**src/rtl/viterbi_pkg.sv**
```systemverilog
// Shared code constants for the Viterbi transmit/decode pair.
// The decoder imports the same G0/G1 generator taps.
package viterbi_pkg;
  localparam int K = 3;
  localparam logic [K-1:0] G0 = 3'b111;
  localparam logic [K-1:0] G1 = 3'b101;
  localparam int SYM_W = 2;

  typedef enum logic [1:0] {IDLE, SEND, GAP, START} tx_state_e;
endpackage

```
**src/rtl/viterbi_frame_tx_if.sv**
```systemverilog
// Frame load, symbol stream and status signals between the transmitter and its partner.
interface viterbi_frame_tx_if #(
  parameter int MAX_BITS = 8,
  parameter int LEN_W    = 4
);
  import viterbi_pkg::*;

  logic                load_valid;
  logic                load_ready;
  logic [MAX_BITS-1:0] load_data;
  logic [LEN_W-1:0]    load_len;
  logic [SYM_W-1:0]    sym_data;
  logic                sym_valid;
  logic                sym_ready;
  logic                dec_start;
  logic                busy;
  logic                frame_done;

  modport master (
    input  load_valid, load_data, load_len, sym_ready,
    output load_ready, sym_data, sym_valid, dec_start, busy, frame_done
  );

  modport slave (
    output load_valid, load_data, load_len, sym_ready,
    input  load_ready, sym_data, sym_valid, dec_start, busy, frame_done
  );
endinterface

```
**src/rtl/viterbi_frame_tx_conv_enc_core.sv**
```systemverilog
// Rate-1/2 K=3 convolutional encoder: 2-bit state, symbol formed combinationally
// from {s1, s0, b} and the shared generator taps.
module conv_enc_core
  import viterbi_pkg::*;
(
  input  logic             i_clk,
  input  logic             i_rst,
  input  logic             i_bit,
  input  logic             i_advance,
  input  logic             i_clear,
  output logic [SYM_W-1:0] o_sym
);
  logic [K-2:0] r_state;
  logic [K-1:0] w_reg;

  assign w_reg = {r_state, i_bit};
  assign o_sym = {^(G0 & w_reg), ^(G1 & w_reg)};

  always_ff @(posedge i_clk) begin
    if (i_rst || i_clear) begin
      r_state <= '0;
    end else if (i_advance) begin
      r_state <= {r_state[0], i_bit};
    end
  end
endmodule

```
**src/rtl/viterbi_frame_tx.sv**
```systemverilog
// Frame encoder/transmitter feeding the decoder rx port, then pulsing dec_start.
// IDLE wait for load | SEND offer symbol | GAP forced idle after transfer | START dec_start pulse
module viterbi_frame_tx
  import viterbi_pkg::*;
#(
  parameter int MAX_BITS   = 8,
  parameter int LEN_W      = 4,
  parameter int TAIL_EN    = 0,
  parameter int GAP_CYCLES = 3
) (
  input  logic i_clk,
  input  logic i_rst,
  viterbi_frame_tx_if.master bus
);
  localparam int REM_W = LEN_W + 1;
  localparam int GAP_W = (GAP_CYCLES > 1) ? $clog2(GAP_CYCLES) : 1;
  localparam logic [REM_W-1:0] TAIL_N = (TAIL_EN != 0) ? REM_W'(2) : '0;

  tx_state_e           r_state;
  logic [MAX_BITS-1:0] r_shift;
  logic [REM_W-1:0]    r_remain;
  logic [GAP_W-1:0]    r_gap;
  logic                r_sym_valid;
  logic                r_dec_start;
  logic                r_frame_done;
  logic                r_busy;
  logic                r_load_ready;

  logic                w_accept;
  logic                w_xfer;
  logic                w_last;
  logic [LEN_W-1:0]    w_len;
  logic [MAX_BITS-1:0] w_mask;
  logic [REM_W-1:0]    w_total;
  logic [SYM_W-1:0]    w_sym;

  assign w_accept = bus.load_valid && r_load_ready;
  assign w_xfer   = r_sym_valid && bus.sym_ready;
  assign w_len    = (bus.load_len > LEN_W'(MAX_BITS)) ? LEN_W'(MAX_BITS) : bus.load_len;
  // Bits above the length are cleared so tail bits shift in as zero.
  assign w_mask   = ~({MAX_BITS{1'b1}} << w_len);
  assign w_total  = REM_W'(w_len) + TAIL_N;
  assign w_last   = (r_remain == REM_W'(1));

  conv_enc_core u_enc (
    .i_clk     (i_clk),
    .i_rst     (i_rst),
    .i_bit     (r_shift[0]),
    .i_advance (w_xfer),
    .i_clear   (w_accept),
    .o_sym     (w_sym)
  );

  always_ff @(posedge i_clk) begin
    if (i_rst) begin
      r_state      <= IDLE;
      r_shift      <= '0;
      r_remain     <= '0;
      r_gap        <= '0;
      r_sym_valid  <= 1'b0;
      r_dec_start  <= 1'b0;
      r_frame_done <= 1'b0;
      r_busy       <= 1'b0;
      r_load_ready <= 1'b1;
    end else begin
      r_dec_start  <= 1'b0;
      r_frame_done <= 1'b0;
      case (r_state)
        IDLE: begin
          if (w_accept) begin
            r_shift      <= bus.load_data & w_mask;
            r_remain     <= w_total;
            r_busy       <= 1'b1;
            r_load_ready <= 1'b0;
            if (w_total == '0) begin
              r_state      <= START;
              r_dec_start  <= 1'b1;
              r_frame_done <= 1'b1;
            end else begin
              r_state     <= SEND;
              r_sym_valid <= 1'b1;
            end
          end
        end
        SEND: begin
          if (w_xfer) begin
            r_shift  <= r_shift >> 1;
            r_remain <= r_remain - REM_W'(1);
            if (GAP_CYCLES > 0) begin
              r_state     <= GAP;
              r_sym_valid <= 1'b0;
              r_gap       <= GAP_W'(GAP_CYCLES - 1);
            end else if (w_last) begin
              r_state      <= START;
              r_sym_valid  <= 1'b0;
              r_dec_start  <= 1'b1;
              r_frame_done <= 1'b1;
            end
          end
        end
        GAP: begin
          if (r_gap == '0) begin
            if (r_remain == '0) begin
              r_state      <= START;
              r_dec_start  <= 1'b1;
              r_frame_done <= 1'b1;
            end else begin
              r_state     <= SEND;
              r_sym_valid <= 1'b1;
            end
          end else begin
            r_gap <= r_gap - GAP_W'(1);
          end
        end
        START: begin
          r_state      <= IDLE;
          r_busy       <= 1'b0;
          r_load_ready <= 1'b1;
        end
        default: r_state <= IDLE;
      endcase
    end
  end

  assign bus.load_ready = r_load_ready;
  assign bus.sym_valid  = r_sym_valid;
  assign bus.sym_data   = r_sym_valid ? w_sym : '0;
  assign bus.dec_start  = r_dec_start;
  assign bus.frame_done = r_frame_done;
  assign bus.busy       = r_busy | w_accept;
endmodule

```
**src/flat_wrapper.sv**
```systemverilog
// flat-port wrapper written by rule: the top's interface ports become plain ports
module viterbi_frame_tx_flat import viterbi_pkg::*;
#(
  parameter int MAX_BITS   = 8,
  parameter int LEN_W      = 4,
  parameter int TAIL_EN    = 0,
  parameter int GAP_CYCLES = 3
)
  (i_clk, i_rst, bus_load_valid, bus_load_data, bus_load_len, bus_sym_ready, bus_load_ready, bus_sym_data, bus_sym_valid, bus_dec_start, bus_busy, bus_frame_done);
  viterbi_frame_tx_if #(.MAX_BITS(MAX_BITS), .LEN_W(LEN_W)) bus_i ();
  input  logic i_clk;
  input  logic i_rst;
  input wire logic [$bits(bus_i.load_valid)-1:0] bus_load_valid;
  input wire logic [$bits(bus_i.load_data)-1:0] bus_load_data;
  input wire logic [$bits(bus_i.load_len)-1:0] bus_load_len;
  input wire logic [$bits(bus_i.sym_ready)-1:0] bus_sym_ready;
  output wire logic [$bits(bus_i.load_ready)-1:0] bus_load_ready;
  output wire logic [$bits(bus_i.sym_data)-1:0] bus_sym_data;
  output wire logic [$bits(bus_i.sym_valid)-1:0] bus_sym_valid;
  output wire logic [$bits(bus_i.dec_start)-1:0] bus_dec_start;
  output wire logic [$bits(bus_i.busy)-1:0] bus_busy;
  output wire logic [$bits(bus_i.frame_done)-1:0] bus_frame_done;
  assign bus_i.load_valid = bus_load_valid;
  assign bus_i.load_data = bus_load_data;
  assign bus_i.load_len = bus_load_len;
  assign bus_i.sym_ready = bus_sym_ready;
  assign bus_load_ready = bus_i.load_ready;
  assign bus_sym_data = bus_i.sym_data;
  assign bus_sym_valid = bus_i.sym_valid;
  assign bus_dec_start = bus_i.dec_start;
  assign bus_busy = bus_i.busy;
  assign bus_frame_done = bus_i.frame_done;
  viterbi_frame_tx #(.MAX_BITS(MAX_BITS), .LEN_W(LEN_W), .TAIL_EN(TAIL_EN), .GAP_CYCLES(GAP_CYCLES)) u_core (.i_clk(i_clk), .i_rst(i_rst), .bus(bus_i));
endmodule
```
**config.mk**
```make
export PLATFORM = sky130hd
export DESIGN_NAME = viterbi_frame_tx_flat
export DESIGN_NICKNAME = d
export VERILOG_FILES = /design/src/rtl/viterbi_pkg.sv /design/src/rtl/viterbi_frame_tx_if.sv /design/src/rtl/viterbi_frame_tx_conv_enc_core.sv /design/src/rtl/viterbi_frame_tx.sv /design/src/flat_wrapper.sv
export SDC_FILE = /design/constraint.sdc
export NUM_CORES = 1
export LEC_CHECK = 0
export ABC_AREA = 1
export BUFFER_PORTS_ARGS = -buffer_cell sky130_fd_sc_hd__buf_2
export CORE_AREA = 3 3 46 68
export CTS_BUF_LIST = sky130_fd_sc_hd__clkbuf_8
export CTS_CLUSTER_DIAMETER = 200
export DETAILED_ROUTE_END_ITERATION = 10
export DIE_AREA = 0 0 49 71
export HOLD_SLACK_MARGIN = 0.06
export PLACE_DENSITY = 0.73
export SLEW_MARGIN = 20
export SYNTH_ARGS = -nofsm -noshare
export SYNTH_HDL_FRONTEND = slang
export SYNTH_HIERARCHICAL = 1
export SYNTH_SLANG_ARGS = --single-unit
```
**constraint.sdc**
```tcl
create_clock -name i_clk -period 1.1 [get_ports i_clk]
set_input_delay 0.22 -clock i_clk [delete_from_list [all_inputs] [get_ports i_clk]]
set_output_delay 0.22 -clock i_clk [all_outputs]
set_load 0.05 [all_outputs]
```
# ---- Word-level counts from Yosys, hierarchy flattened
# Cells that the tools add are included.
# W data, S select, Z words.
dict set report word_totals {
  reg_bits 23
  input_bits 16
  output_inout_bits 7
}
dict set report classes {
  n_addsub 2
  n_lt_le_gt_ge 1
  n_eq_ne 9
  n_shift 1
  muxes 31
  n_bitwise 3
  reduce_logical 18
}
# cell n
set op_table {}
lappend op_table {{$mux W8} 2}
lappend op_table {{$pmux W8 S2} 1}
lappend op_table {{$mux W2} 7}
lappend op_table {{$mux W1} 11}
lappend op_table {{$logic_not A5 Y1} 2}
lappend op_table {{$mux W5} 2}
lappend op_table {{$ne A2 B2 Y1 const B} 5}
lappend op_table {{$pmux W5 S2} 1}
lappend op_table {{$reduce_and A3 Y1} 3}
lappend op_table {{$and A8 B8 Y8} 1}
lappend op_table {{$not A8 Y8} 1}
lappend op_table {{$pmux W2 S4} 1}
lappend op_table {{$shl A8 B4 Y8 const A} 1}
lappend op_table {{$pmux W1 S2} 3}
lappend op_table {{$reduce_and A6 Y1} 1}
lappend op_table {{$reduce_bool A2 Y1} 3}
lappend op_table {{$reduce_xor A3 Y1} 2}
lappend op_table {{$sub A5 B1 Y5 const B} 1}
lappend op_table {{$eq A2 B2 Y1 const B} 2}
lappend op_table {{$gt A4 B4 Y1 const B} 1}
lappend op_table {{$logic_not A2 Y1} 2}
lappend op_table {{$mux W4} 1}
lappend op_table {{$pmux W2 S2} 1}
lappend op_table {{$pmux W1 S3} 1}
lappend op_table {{other kinds (8)} 9}

# ---- Logic depth before layout (Yosys ltp)
# Gate-level depths: netlist of the first run.
dict set report logic_depth {
  depth_word 7
  ltp_mapped 9
}

# ---- By module
# Netlist of the first run, hierarchy kept.
# mod n_inst cells_each area_each_um2 seq_area_each_um2
set modules_own_cells {}
lappend modules_own_cells {viterbi_frame_tx 1 173 1182.4 420.4}
lappend modules_own_cells {conv_enc_core 1 21 116.4 40.0}

# ---- Least setup slack after synthesis of the first run
# Ideal clock, no wire load.
dict set report synth_timing {
  path_type {reg-to-reg}
  from {register u_core.r_sym_valid (netlist: u_core/bus.sym_valid)}
  to {register u_core.r_shift[4]}
  setup_time_ns 0.120
  arrival_ns 1.396
  required_ns 0.980
  slack_ns -0.416
  path_stages_with_launch 9
  n_path_buf 1
  synth_period_minus_slack_ns 1.516
  path_cell_list {dfxtp_1 nand2_1 inv_1 nand2_2 nand2_4 buf_6 inv_4 a21oi_1 a21oi_1}
}
dict set report synth_between {
  elab_chain_len 3
}
# element line_no
set synth_rtl {}
lappend synth_rtl {{from (decl)} viterbi_frame_tx.sv:23} ;# logic r_sym_valid;
lappend synth_rtl {{from (signal assigned)} viterbi_frame_tx.sv:60} ;# r_sym_valid <= 1'b0;
lappend synth_rtl {{from (signal assigned)} viterbi_frame_tx.sv:81} ;# r_sym_valid <= 1'b1;
lappend synth_rtl {{from (signal assigned)} viterbi_frame_tx.sv:91} ;# r_sym_valid <= 1'b0;
lappend synth_rtl {{$logic_and A1 B1 Y1} viterbi_frame_tx.sv:38} ;# assign w_xfer = r_sym_valid && bus.sym_ready;
lappend synth_rtl {{named net u_core.w_xfer} viterbi_frame_tx.sv:30} ;# logic w_xfer;
lappend synth_rtl {{$ne A2 B2 Y1 (no line)} --}
lappend synth_rtl {{$reduce_and A3 Y1 (no line)} --}
lappend synth_rtl {{to (signal assigned)} viterbi_frame_tx.sv:71} ;# r_shift <= bus.load_data & w_mask;
lappend synth_rtl {{to (signal assigned)} viterbi_frame_tx.sv:87} ;# r_shift <= r_shift >> 1;
lappend synth_rtl {{to (decl)} viterbi_frame_tx.sv:20} ;# logic [MAX_BITS-1:0] r_shift;
# The timed path passes the listed nets, and every way through them passes these cells.
# A chain may end at the register's enable or synchronous reset.

# ---- Worst setup path after layout of the first run
dict set report layout_timing {
  from {register u_core.u_enc.r_state[1]}
  to {output bus_sym_data[1]}
}
dict set report layout_between {
  elab_chain_len 2
}
# element line_no
set layout_rtl {}
lappend layout_rtl {{from (decl)} viterbi_frame_tx_conv_enc_core.sv:13} ;# logic [K-2:0] r_state;
lappend layout_rtl {{from (signal assigned)} viterbi_frame_tx_conv_enc_core.sv:23} ;# r_state <= {r_state[0], i_bit};
lappend layout_rtl {{$reduce_xor A3 Y1} viterbi_frame_tx_conv_enc_core.sv:17} ;# assign o_sym = {^(G0 & w_reg), ^(G1 & w_reg)};
lappend layout_rtl {{named net u_core.w_sym[1]} viterbi_frame_tx.sv:35} ;# logic [SYM_W-1:0] w_sym;
lappend layout_rtl {{$mux W2} viterbi_frame_tx.sv:127} ;# assign bus.sym_data = r_sym_valid ? w_sym : '0;
lappend layout_rtl {{to (decl)} flat_wrapper.sv:18} ;# output wire logic [$bits(bus_i.sym_data)-1:0] bus_sym_data;
# The timed path passes the listed nets, and every way through them passes these cells.

==> reports/metrics.yaml, run 1 <==
run_status:
  outcome: "finished with violations"
  failed_checks: "negative setup slack"
global_routing:
  grt_pass1_wl_um: 8340
  grt_util_met2_pct: 62.3
  grt_start_max_net_pins: 14
  busiest_layer: "met2"
  antenna_found_initial: 0
  overflow: 0
  grt_util_all_layers_pct: 31.9
  grt_pass1_vias: 1740
  grt_use_met3_pct: 4.00
  grt_use_met1_pct: 31.2
yosys:
  synth_cell_type_count: 28
  syn_nets: 213
  yosysWarnings: 6
  synth_seq_cells: 23
  postSynthAreaPerCell_um2: 6.69
  syn_inst: 194
  synth_edf_count: 0
  ys_seq_area_share_pct: 35.5
  synthFlopType: "dfxtp_1"
  syn_area_um2: 1300
  async_flop_share_pct: 0
pwr:
  pwr-share-clk_pct: 8.4
  p_sw_share_pct: 48.5
  power.density_nw_per_um2: 2700
  comb_power_share_pct: 70.1
  p_leak_nw: 1.10
  p_sw_mw: 3.35
  seq_power_share_pct: 21.6
  internal_power_mw: 3.56
  ir_drop_uv: 2000
drt:
  initialDrtViolationCount: 124
  drc: 0
  vias: 1847
  routed_via_density: 6.16
  wl_um: 7040
  drt-wirelength-per-cell_um: 23.5
  detail-route-antenna-nets: 0
  first_pass_iters: 5
setup_path:
  slowest_delay_ns: 0.39
  rr_worst_depth: 9
  crit_required_ns: 0.88
  crit_type: "reg2out"
  startpoint_type: "register"
  cp_slowest_cell: "dfxtp_4"
  crit_path_cell_trace: "inv_4 > nand2_2 > nand3_2 > nand2_2 > nand2_2 > clkinvlp_4 > buf_8"
  r2r-start: "u_core/bus.load_ready$_SDFFE_PP1P_"
  critPathMostFrequentCell: "nand2_2"
  crit_fanout: 4
  ff2ff_setup_slack_ns: -0.33
  cp.arrival_ns: 1.26
  critPathCaptureType: "output port"
  reg2reg_to: "u_core/r_remain[0]$_SDFFE_PP0P_"
floorplanning:
  start_util_pct: 48.5
  die_y_um: 71
  ios: 23
  die_area_um2: 3480
  core_um2: 2680
  row_count: 23
  die_w_um: 49
cells_and_area:
  diodes: 0
  final_cells: 300
  final_cell_area_um2: 2550
  areaGrowthSynthToFinish_pct: 96.7
  drive_gt1_share_pct: 69.6
  num-nets-final: 283
place:
  portBuffers: 22
  place_hpwl_um: 2450
  placed_area_um2: 1650
  placed_cells: 275
  place_congestion: 0.912
sta:
  setup_violations: 26
  drv_slew: 0
  period_minus_slack_ns: 1.48
  worst_pin_slew_ns: 0.541
  timing_hold_violations_final: 0
  fin_worst_skew_ns: 0.0224
  period_share_pct: 135
  rsz0062_at_grt: "yes"
  fin_ws_ns: -0.385
  max_slew_margin_pct: 63.6
  fmax_mhz: 673
cts:
  cts.sinks: 23
  cts_max_level: 1
  cts_buffers: 3
  clockRootBuffer: "clkbuf_8"
  cts_tree: "built"
  clk_pin_slew_ns: 0.10
  clk_path_buf_depth: 2
  clock_latency_ns: 0.29
  hold_buffers: 0
worst_hold_path:
  holdCritPathClass: "in2reg"
  hold_start: "bus_load_data[0]"
  worstHoldPathCells: 3
  holdPathEnd: "u_core/r_shift[0]$_SDFFE_PP0P_"
job:
  cap_violations: 0
placed cells by master (no fill, tap or decap), drive strengths merged, types with 14 or more instances in the layout:
master  synthesis  final
nor2           26     26
dfxtp          23     23
nand3          14     14
inv            30     28
nand2          39     41
a21oi          22     22
o21ai          19     19
buf             5     69
registers in the layout (all words and copies together) (netlist names):
register               count
u_core/bus.load_ready      1
u_core/r_state             2
u_core/bus.sym_valid       1
u_core/r_remain            5
u_core/r_shift             8
u_core/bus.frame_done      1
u_core/u_enc/r_state       2
u_core/r_busy              1
u_core/r_gap               2
worst max-delay path, delay by kind of cell (launching register included):
family                 cells  cell delay (ns)
DFF                        1             0.39
buffers and inverters      3             0.31
and+or+nand+nor            4             0.27
worst max path at each step:
| stage | from | endpoint | slack (ns) | depth (start not counted) |
|---|---|---|---|---|
| 3_3_place_gp | u_core/r_state[1]$_SDFFE_PP0P_ | u_core/r_state[1]$_SDFFE_PP0P_ | -0.12 | 6 |
| 4_1_cts | u_core/u_enc/r_state[1]$_SDFFE_PP0P_ | bus_sym_data[1] | -0.29 | 7 |
| 6_report | u_core/u_enc/r_state[1]$_SDFFE_PP0P_ | bus_sym_data[1] | -0.38 | 7 |
| 5_1_grt | u_core/r_shift[0]$_SDFFE_PP0P_ | bus_sym_data[1] | -0.41 | 7 |
| 3_5_place_dp | u_core/r_gap[0]$_SDFFE_PP0P_ | u_core/r_gap[0]$_SDFFE_PP0P_ | -0.13 | 8 |
| 2_1_floorplan | u_core/bus.sym_valid$_SDFFE_PP0P_ | u_core/r_shift[4]$_SDFFE_PP0P_ | -0.08 | 8 |
cells in the mapped netlist (3+ instances only):
| cell type | count | area, um^2 |
|---|---|---|
| a21oi_1 | 22 | 110 |
| buf_6 | 3 | 33.8 |
| dfxtp_1 | 23 | 460 |
| ha_1 | 3 | 37.5 |
| inv_1 | 28 | 105 |
| nand2_1 | 35 | 131 |
| nand3_1 | 14 | 70.1 |
| nor2_1 | 23 | 86.3 |
| o21ai_0 | 17 | 85.1 |
kinds of logic (layout without fill, tap and decap cells):
logic type               after synthesis  after routing  synth area share [%]
AO/OA/AOI/OAI                         47             47                  19.3
adder cells (fa/ha/maj)                3              3                  2.89
buffers and inverters                 36            103                  12.7
flip-flops                            23             23                  35.5
AND/OR/NAND/NOR                       85             87                  29.7
final cells by class:
| cell class | instances | area (um^2) |
|---|---|---|
| clock buffer | 3 | 41.3 |
| clock inverter | 1 | 5.00 |
| fill | 65 | 121 |
| inverter | 30 | 145 |
| multi-input combinational | 137 | 1180 |
| sequential | 23 | 489 |
| tap | 37 | 46.3 |
| timing repair buffer | 69 | 649 |
per-layer routing:
layer / wire length [um] / part of all wire, %
met1: 2260 / 32
met2: 3520 / 50
met3: 623 / 8.8
met4: 635 / 9.0
met5: 0 / 0
per-stage QoR:
stage	setup WS [ns]	hold slack, ns	setup TNS, ns	power [mW]	utilization, %
2_1_floorplan	-0.0766	0.285	-0.409	2.77	-
3_3_place_gp	-0.120	0.447	-1.61	3.41	61.6
3_5_place_dp	-0.133	0.445	-1.74	3.45	61.6
4_1_cts	-0.290	0.191	-2.44	5.67	85.4
5_1_grt	-0.413	0.197	-5.90	7.11	95.5
6_report	-0.385	0.184	-5.14	6.91	95.5
power by group through the flow:
stage                     clock (mW)  sequential (mW)  combinational (mW)
after floorplan                    0             1.39                1.38
final                          0.577             1.49                4.84
after global placement             0             1.29                2.13
after CTS                      0.567             1.37                3.73
after global routing           0.597             1.50                5.01
after detailed placement           0             1.29                2.16
what timing repair did:
action / CTS / global route
gates cloned: 3 / 0
setup endpoints to repair: 24 / 28
resized for setup: 123 / 66
pin swaps: 34 / 33
buffers inserted: 18 / 4
hold endpoints to repair: 0 / 0
Note: power is estimated with default switching activity, not from simulation.
==> inputs of run 2 (changes only) <==
--- a/config.mk
+++ b/config.mk
@@ -7,13 +7,15 @@
 export LEC_CHECK = 0
 export ABC_AREA = 1
 export BUFFER_PORTS_ARGS = -buffer_cell sky130_fd_sc_hd__buf_2
-export CORE_AREA = 3 3 46 68
+export CELL_PAD_IN_SITES_DETAIL_PLACEMENT = 0
+export CELL_PAD_IN_SITES_GLOBAL_PLACEMENT = 1
+export CORE_AREA = 3 3 49 74
 export CTS_BUF_LIST = sky130_fd_sc_hd__clkbuf_8
 export CTS_CLUSTER_DIAMETER = 200
 export DETAILED_ROUTE_END_ITERATION = 10
-export DIE_AREA = 0 0 49 71
+export DIE_AREA = 0 0 52 77
 export HOLD_SLACK_MARGIN = 0.06
-export PLACE_DENSITY = 0.73
+export PLACE_DENSITY = 0.82
 export SLEW_MARGIN = 20
 export SYNTH_ARGS = -nofsm -noshare
 export SYNTH_HDL_FRONTEND = slang
==> constraint.sdc (replaced) <==
create_clock -name i_clk -period 1.75 [get_ports i_clk]
set_input_delay 0.35 -clock i_clk [delete_from_list [all_inputs] [get_ports i_clk]]
set_output_delay 0.35 -clock i_clk [all_outputs]
set_load 0.05 [all_outputs]
==> reports/metrics.yaml, run 2 (same netlist as run 1, synthesis figures left out) <==
run_status:
  outcome: "finished, final reports clean"  # was finished with violations
global_routing:
  antenna_found_initial: 0  # unchanged
  grt_start_max_net_pins: 21  # was 14
  grt_pass1_vias: 1202  # was 1740
  grt_pass1_wl_um: 5020  # was 8340 um
  overflow: 0  # unchanged
  grt_util_all_layers_pct: 16.1  # was 31.9%
floorplanning:
  die_area_um2: 4000  # was 3480 um^2
  die_w_um: 52  # was 49 um
  core_um2: 3100  # was 2680 um^2
  ios: 23  # unchanged
  die_y_um: 77  # was 71 um
  start_util_pct: 41.9  # was 48.5%
  row_count: 25  # was 23
sta:
  fmax_mhz: 635
  period_share_pct: 90.0
  timing_hold_violations_final: 0  # unchanged
  period_minus_slack_ns: 1.58
  rsz0062_at_grt: "no"  # was yes
  fin_ws_ns: 0.174  # was -0.385 ns
  worst_pin_slew_ns: 0.448  # was 0.541 ns
  hold_ws_ns: 0.337  # was 0.184 ns
  fin_tns_setup_ns: 0  # was -5.14 ns
  drv_slew: 0  # unchanged
  max_slew_margin_pct: 70.1  # was 63.6%
  setup_violations: 0  # was 26
  fin_worst_skew_ns: 0.00210  # was 0.0224 ns
pwr:
  seq_power_share_pct: 36.9  # was 21.6%
  pwr-share-clk_pct: 14.6  # was 8.4%
  power.density_nw_per_um2: 1500  # was 2700 nW/um^2
  comb_power_share_pct: 48.6  # was 70.1%
  ir_drop_uv: 767  # was 2000 uV
  p_sw_share_pct: 46.1  # was 48.5%
  internal_power_mw: 1.19  # was 3.56 mW
  p_sw_mw: 1.01  # was 3.35 mW
  p_leak_nw: 0.728  # was 1.10 nW
cells_and_area:
  diodes: 0  # unchanged
  areaGrowthSynthToFinish_pct: 12.8  # was 96.7%
  largest_reg_flops: 8  # unchanged
  final_core_utilization_pct: 47.3  # was 95.5%
  drive_gt1_share_pct: 17.7  # was 69.6%
  reg_top3: "u_core/r_shift (8), u_core/r_remain (5)"  # unchanged
  final_cells: 255  # was 300
  top_register: "u_core/r_shift"  # unchanged
  mostFrequentLayoutCells: "35 x nand2_1, 29 x inv_1, 23 x nor2_1"  # was 23 x buf_4, 19 x buf_6, 17 x buf_2
  num-nets-final: 235  # was 283
  final_common_cell: "nand2_1"  # was buf_4
drt:
  routed_via_density: 4.96  # was 6.16
  initialDrtViolationCount: 32  # was 124
  vias: 1265  # was 1847
  first_pass_iters: 4  # was 5
  drc: 0  # unchanged
  wl_um: 2840  # was 7040 um
  drt-wirelength-per-cell_um: 11.1  # was 23.5 um
  detail-route-antenna-nets: 0  # unchanged
setup_path:
  critPathCaptureType: "output port"  # unchanged
  startpoint_type: "register"  # unchanged
  cp.arrival_ns: 1.23  # was 1.26 ns
  cp-startpoint: "u_core/bus.load_ready$_SDFFE_PP1P_"  # was u_core/u_enc/r_state[1]$_SDFFE_PP0P_
  crit_required_ns: 1.40  # was 0.88 ns
  r2r-start: "u_core/r_state[0]$_SDFFE_PP0P_"  # was u_core/bus.load_ready$_SDFFE_PP1P_
  crit_fanout: 3  # was 4
  crit_type: "reg2out"  # unchanged
cts:
  clockRootBuffer: "clkbuf_8"  # unchanged
  cts_buffers: 3  # unchanged
  clk_pin_slew_ns: 0.08  # was 0.10 ns
  clock_latency_ns: 0.26  # was 0.29 ns
  cts_tree: "built"  # unchanged
  cts.sinks: 23  # unchanged
  hold_buffers: 0  # unchanged
  post_cts_resized: 0  # was 123
  cts_max_level: 1  # unchanged
  clk_path_buf_depth: 2  # unchanged
  postCtsSetupRepairBufs: 0  # was 18
place:
  portBuffers: 22  # unchanged
  place_worst_setup_slack_ns: 0.315  # was -0.133 ns
  place_congestion: 0.815  # was 0.912
  place_hpwl_um: 2250  # was 2450 um
  placed_cells: 251  # was 275
worst_hold_path:
  holdCritPathClass: "in2reg"  # unchanged
  hold_start: "i_rst"  # was bus_load_data[0]
job:
  cap_violations: 0  # unchanged
[run 2: cell count changes in the layout (fill, tap and decap cells not counted), moves of 9 or more]
cell     before  now
nand2_1      16   35
inv_1        13   29
o21ai_0       4   17
o21ai_2      10    0
dfxtp_1      12   22
a21oi_1       7   22
buf_6        19    0
nand3_1       5   14
buf_4        23    1
nor2_1       14   23
a21oi_2      13    0
[run 2: power groups by stage]
| stage | Clock (mW) | Sequential (mW) | Combinational, mW |
|---|---|---|---|
| final | 0.321 | 0.811 | 1.07 |
| after global routing | 0.351 | 0.842 | 1.21 |
| after CTS | 0.333 | 0.809 | 1.08 |
| after detailed placement | 0 | 0.820 | 1.07 |
| after global placement | 0 | 0.812 | 1.05 |
| after floorplan | 0 | 0.855 | 0.855 |
[run 2: through the flow]
| step | area (um^2) | total power, mW |
|---|---|---|
| 2_1_floorplan | 1300 | 1.71 |
| 3_3_place_gp | 1420 | 1.87 |
| 3_5_place_dp | 1420 | 1.89 |
| 4_1_cts | 1460 | 2.22 |
| 5_1_grt | 1470 | 2.41 |
| 6_report | 1470 | 2.20 |
[run 2: metal layers]
metal / share of wire [%] / vias to the layer above / track usage [%] / wire length [um]
met3: 3.1 / 2 / 2.33 / 88
met2: 56 / 19 / 28.8 / 1590
met1: 40 / 578 / 17.6 / 1140
met5: 0 / - / 0 / 0
li1: - / 666 / - / -
met4: 0.88 / 0 / 7.35 / 25
[run 2: worst paths after layout]
path                                                        end  slack [ns]  cells after the start
worst max-delay path                                   bus_busy        0.17                      4
worst min-delay path            u_core/r_remain[2]$_SDFFE_PP0P_        0.34                      2
worst max register to register  u_core/r_remain[3]$_SDFFE_PP0P_        0.37                      7
worst min register to register       u_core/r_busy$_SDFFE_PP0P_        0.47                      2
[run 2: area by class of cell]
| cell class | instances | area [um^2] |
|---|---|---|
| fill | 332 | 1630 |
| inverter | 30 | 115 |
| sequential | 23 | 462 |
| clock buffer | 3 | 41.3 |
| timing repair buffer | 23 | 120 |
| multi-input combinational | 135 | 673 |
| clock inverter | 1 | 3.75 |
| tap | 40 | 50.0 |
[run 2: worst max-delay path, stage by stage, from the launching register on]
cell     delay (ns)
dfxtp_1        0.33
nand2_1        0.07
inv_1          0.08
or2_2          0.27
buf_2          0.21
==> inputs of run 3 (changes only) <==
--- a/config.mk
+++ b/config.mk
@@ -7,15 +7,13 @@
 export LEC_CHECK = 0
 export ABC_AREA = 1
 export BUFFER_PORTS_ARGS = -buffer_cell sky130_fd_sc_hd__buf_2
-export CELL_PAD_IN_SITES_DETAIL_PLACEMENT = 0
-export CELL_PAD_IN_SITES_GLOBAL_PLACEMENT = 1
-export CORE_AREA = 3 3 49 74
+export CORE_AREA = 3 3 46 68
 export CTS_BUF_LIST = sky130_fd_sc_hd__clkbuf_8
 export CTS_CLUSTER_DIAMETER = 200
 export DETAILED_ROUTE_END_ITERATION = 10
-export DIE_AREA = 0 0 52 77
+export DIE_AREA = 0 0 49 71
 export HOLD_SLACK_MARGIN = 0.06
-export PLACE_DENSITY = 0.82
+export PLACE_DENSITY = 0.7
 export SLEW_MARGIN = 20
 export SYNTH_ARGS = -nofsm -noshare
 export SYNTH_HDL_FRONTEND = slang
==> reports/metrics.yaml, run 3 (same netlist as run 1, synthesis figures left out) <==
sta:
  setup_violations: 0  # unchanged
  period_share_pct: 92.8  # was 90.0%
  worst_pin_slew_ns: 0.486  # was 0.448 ns
  max_slew_margin_pct: 67.5  # was 70.1%
  fmax_mhz: 616  # was 635 MHz
  fin_ws_ns: 0.126  # was 0.174 ns
  fin_worst_skew_ns: 0.00117  # was 0.00210 ns
  fin_tns_setup_ns: 0  # unchanged
  timing_hold_violations_final: 0  # unchanged
  period_minus_slack_ns: 1.62  # was 1.58 ns
  drv_slew: 0  # unchanged
  rsz0062_at_grt: "no"  # unchanged
  hold_ws_ns: 0.353  # was 0.337 ns
job:
  cap_violations: 0  # unchanged
pwr:
  comb_power_share_pct: 49.1  # was 48.6%
  pwr-share-clk_pct: 14.6  # about the same
  power.density_nw_per_um2: 1520  # was 1500 nW/um^2
  p_leak_nw: 0.728  # about the same
  ir_drop_uv: 876  # was 767 uV
  p_sw_share_pct: 46.8  # was 46.1%
  p_sw_mw: 1.04  # was 1.01 mW
  finalPower_mw: 2.22  # was 2.20 mW
  internal_power_mw: 1.18  # was 1.19 mW
  seq_power_share_pct: 36.4  # was 36.9%
cells_and_area:
  diodes: 0  # unchanged
  largest_reg_flops: 8  # unchanged
  top_register: "u_core/r_shift"  # unchanged
  areaGrowthSynthToFinish_pct: 12.2  # was 12.8%
  fillCellCount: 278  # was 332
  final_core_utilization_pct: 54.5  # was 47.3%
  drive_gt1_share_pct: 17.2  # was 17.7%
  num-nets-final: 235  # unchanged
  final_common_cell: "nand2_1"  # unchanged
  final_cell_area_um2: 1460  # was 1470 um^2
  reg_top3: "u_core/r_shift (8), u_core/r_remain (5)"  # unchanged
  final_cells: 252  # was 255
  mostFrequentLayoutCells: "35 x nand2_1, 29 x inv_1, 23 x nor2_1, 23 x dfxtp_1"  # was 35 x nand2_1, 29 x inv_1, 23 x nor2_1
setup_path:
  critPathCaptureType: "output port"  # unchanged
  startpoint_type: "register"  # unchanged
  crit_required_ns: 1.40  # about the same
  cp.arrival_ns: 1.27  # was 1.23 ns
  crit_type: "reg2out"  # unchanged
  crit_fanout: 5  # was 3
  cp-startpoint: "u_core/r_shift[0]$_SDFFE_PP0P_"  # was u_core/bus.load_ready$_SDFFE_PP1P_
  r2r-start: "u_core/r_state[0]$_SDFFE_PP0P_"  # unchanged
floorplanning:
  die_y_um: 71  # was 77 um
  start_util_pct: 48.5  # was 41.9%
  die_area_um2: 3480  # was 4000 um^2
  ios: 23  # unchanged
  row_count: 23  # was 25
  core_um2: 2680  # was 3100 um^2
  die_w_um: 49  # was 52 um
cts:
  clockRootBuffer: "clkbuf_8"  # unchanged
  clk_pin_slew_ns: 0.08  # about the same
  cts_buffers: 3  # unchanged
  clock_latency_ns: 0.26  # about the same
  cts.sinks: 23  # unchanged
  cts_max_level: 1  # unchanged
  postCtsSetupRepairBufs: 0  # unchanged
  hold_buffers: 0  # unchanged
  cts_tree: "built"  # unchanged
  clk_path_buf_depth: 2  # unchanged
  post_cts_resized: 0  # unchanged
global_routing:
  grt_start_max_net_pins: 21  # unchanged
  grt_pass1_vias: 1253  # was 1202
  antenna_found_initial: 0  # unchanged
  grt_pass1_wl_um: 5100  # was 5020 um
  grt_util_all_layers_pct: 18.2  # was 16.1%
  overflow: 0  # unchanged
place:
  place_hpwl_um: 2330  # was 2250 um
  place_congestion: 0.861  # was 0.815
  place_worst_setup_slack_ns: 0.312  # was 0.315 ns
  placed_area_um2: 1410  # was 1420 um^2
  portBuffers: 22  # unchanged
  placed_cells: 248  # was 251
worst_hold_path:
  holdCritPathClass: "in2reg"  # unchanged
  hold_start: "i_rst"  # unchanged
drt:
  drt-wirelength-per-cell_um: 12.0  # was 11.1 um
  detail-route-antenna-nets: 0  # unchanged
  vias: 1319  # was 1265
  routed_via_density: 5.23  # was 4.96
  wl_um: 3030  # was 2840 um
  first_pass_iters: 4  # unchanged
  initialDrtViolationCount: 33  # was 32
  drc: 0  # unchanged
run_status:
  outcome: "finished, final reports clean"  # unchanged
-- run 3: final timing paths --
| kind | to | slack (ns) | cells after the start |
|---|---|---|---|
| min reg2reg | u_core/r_gap[1]$_SDFFE_PP0P_ | 0.46 | 2 |
| max reg2reg | u_core/r_remain[3]$_SDFFE_PP0P_ | 0.35 | 7 |
| min | u_core/r_remain[2]$_SDFFE_PP0P_ | 0.35 | 2 |
| max | bus_sym_data[1] | 0.13 | 7 |
-- run 3: area by class of cell --
class / count / area [um^2] / share of cell area (%)
clock buffer: 3 / 41.3 / 2.83
clock inverter: 1 / 3.75 / 0.258
inverter: 30 / 115 / 7.90
multi-input combinational: 135 / 673 / 46.2
sequential: 23 / 460 / 31.6
tap: 37 / 46.3 / 3.18
timing repair buffer: 23 / 118 / 8.07
-- run 3: routing by layer --
metal | GRT usage (%) | share of wire [%] | vias to the layer above
met3 | 2.32 | 5.3 | 8
met5 | 0 | 0 | -
met2 | 33.7 | 53 | 43
li1 | - | - | 665
met1 | 19.8 | 40 | 603
met4 | 9.49 | 2.3 | 0
-- run 3: power groups by stage --
stage	Combinational, mW	Clock (mW)	Sequential (mW)
5_1_grt	1.22	0.352	0.829
2_1_floorplan	0.855	0	0.855
4_1_cts	1.09	0.330	0.806
3_5_place_dp	1.08	0	0.818
3_3_place_gp	1.05	0	0.811
6_report	1.09	0.323	0.807
-- run 3: critical path, stage by stage (launching register included) --
cell	delay, ns
dfxtp_1	0.39
inv_1	0.08
nand2_1	0.08
nand3_1	0.07
nand2_1	0.06
nand2_1	0.05
inv_1	0.05
buf_2	0.25
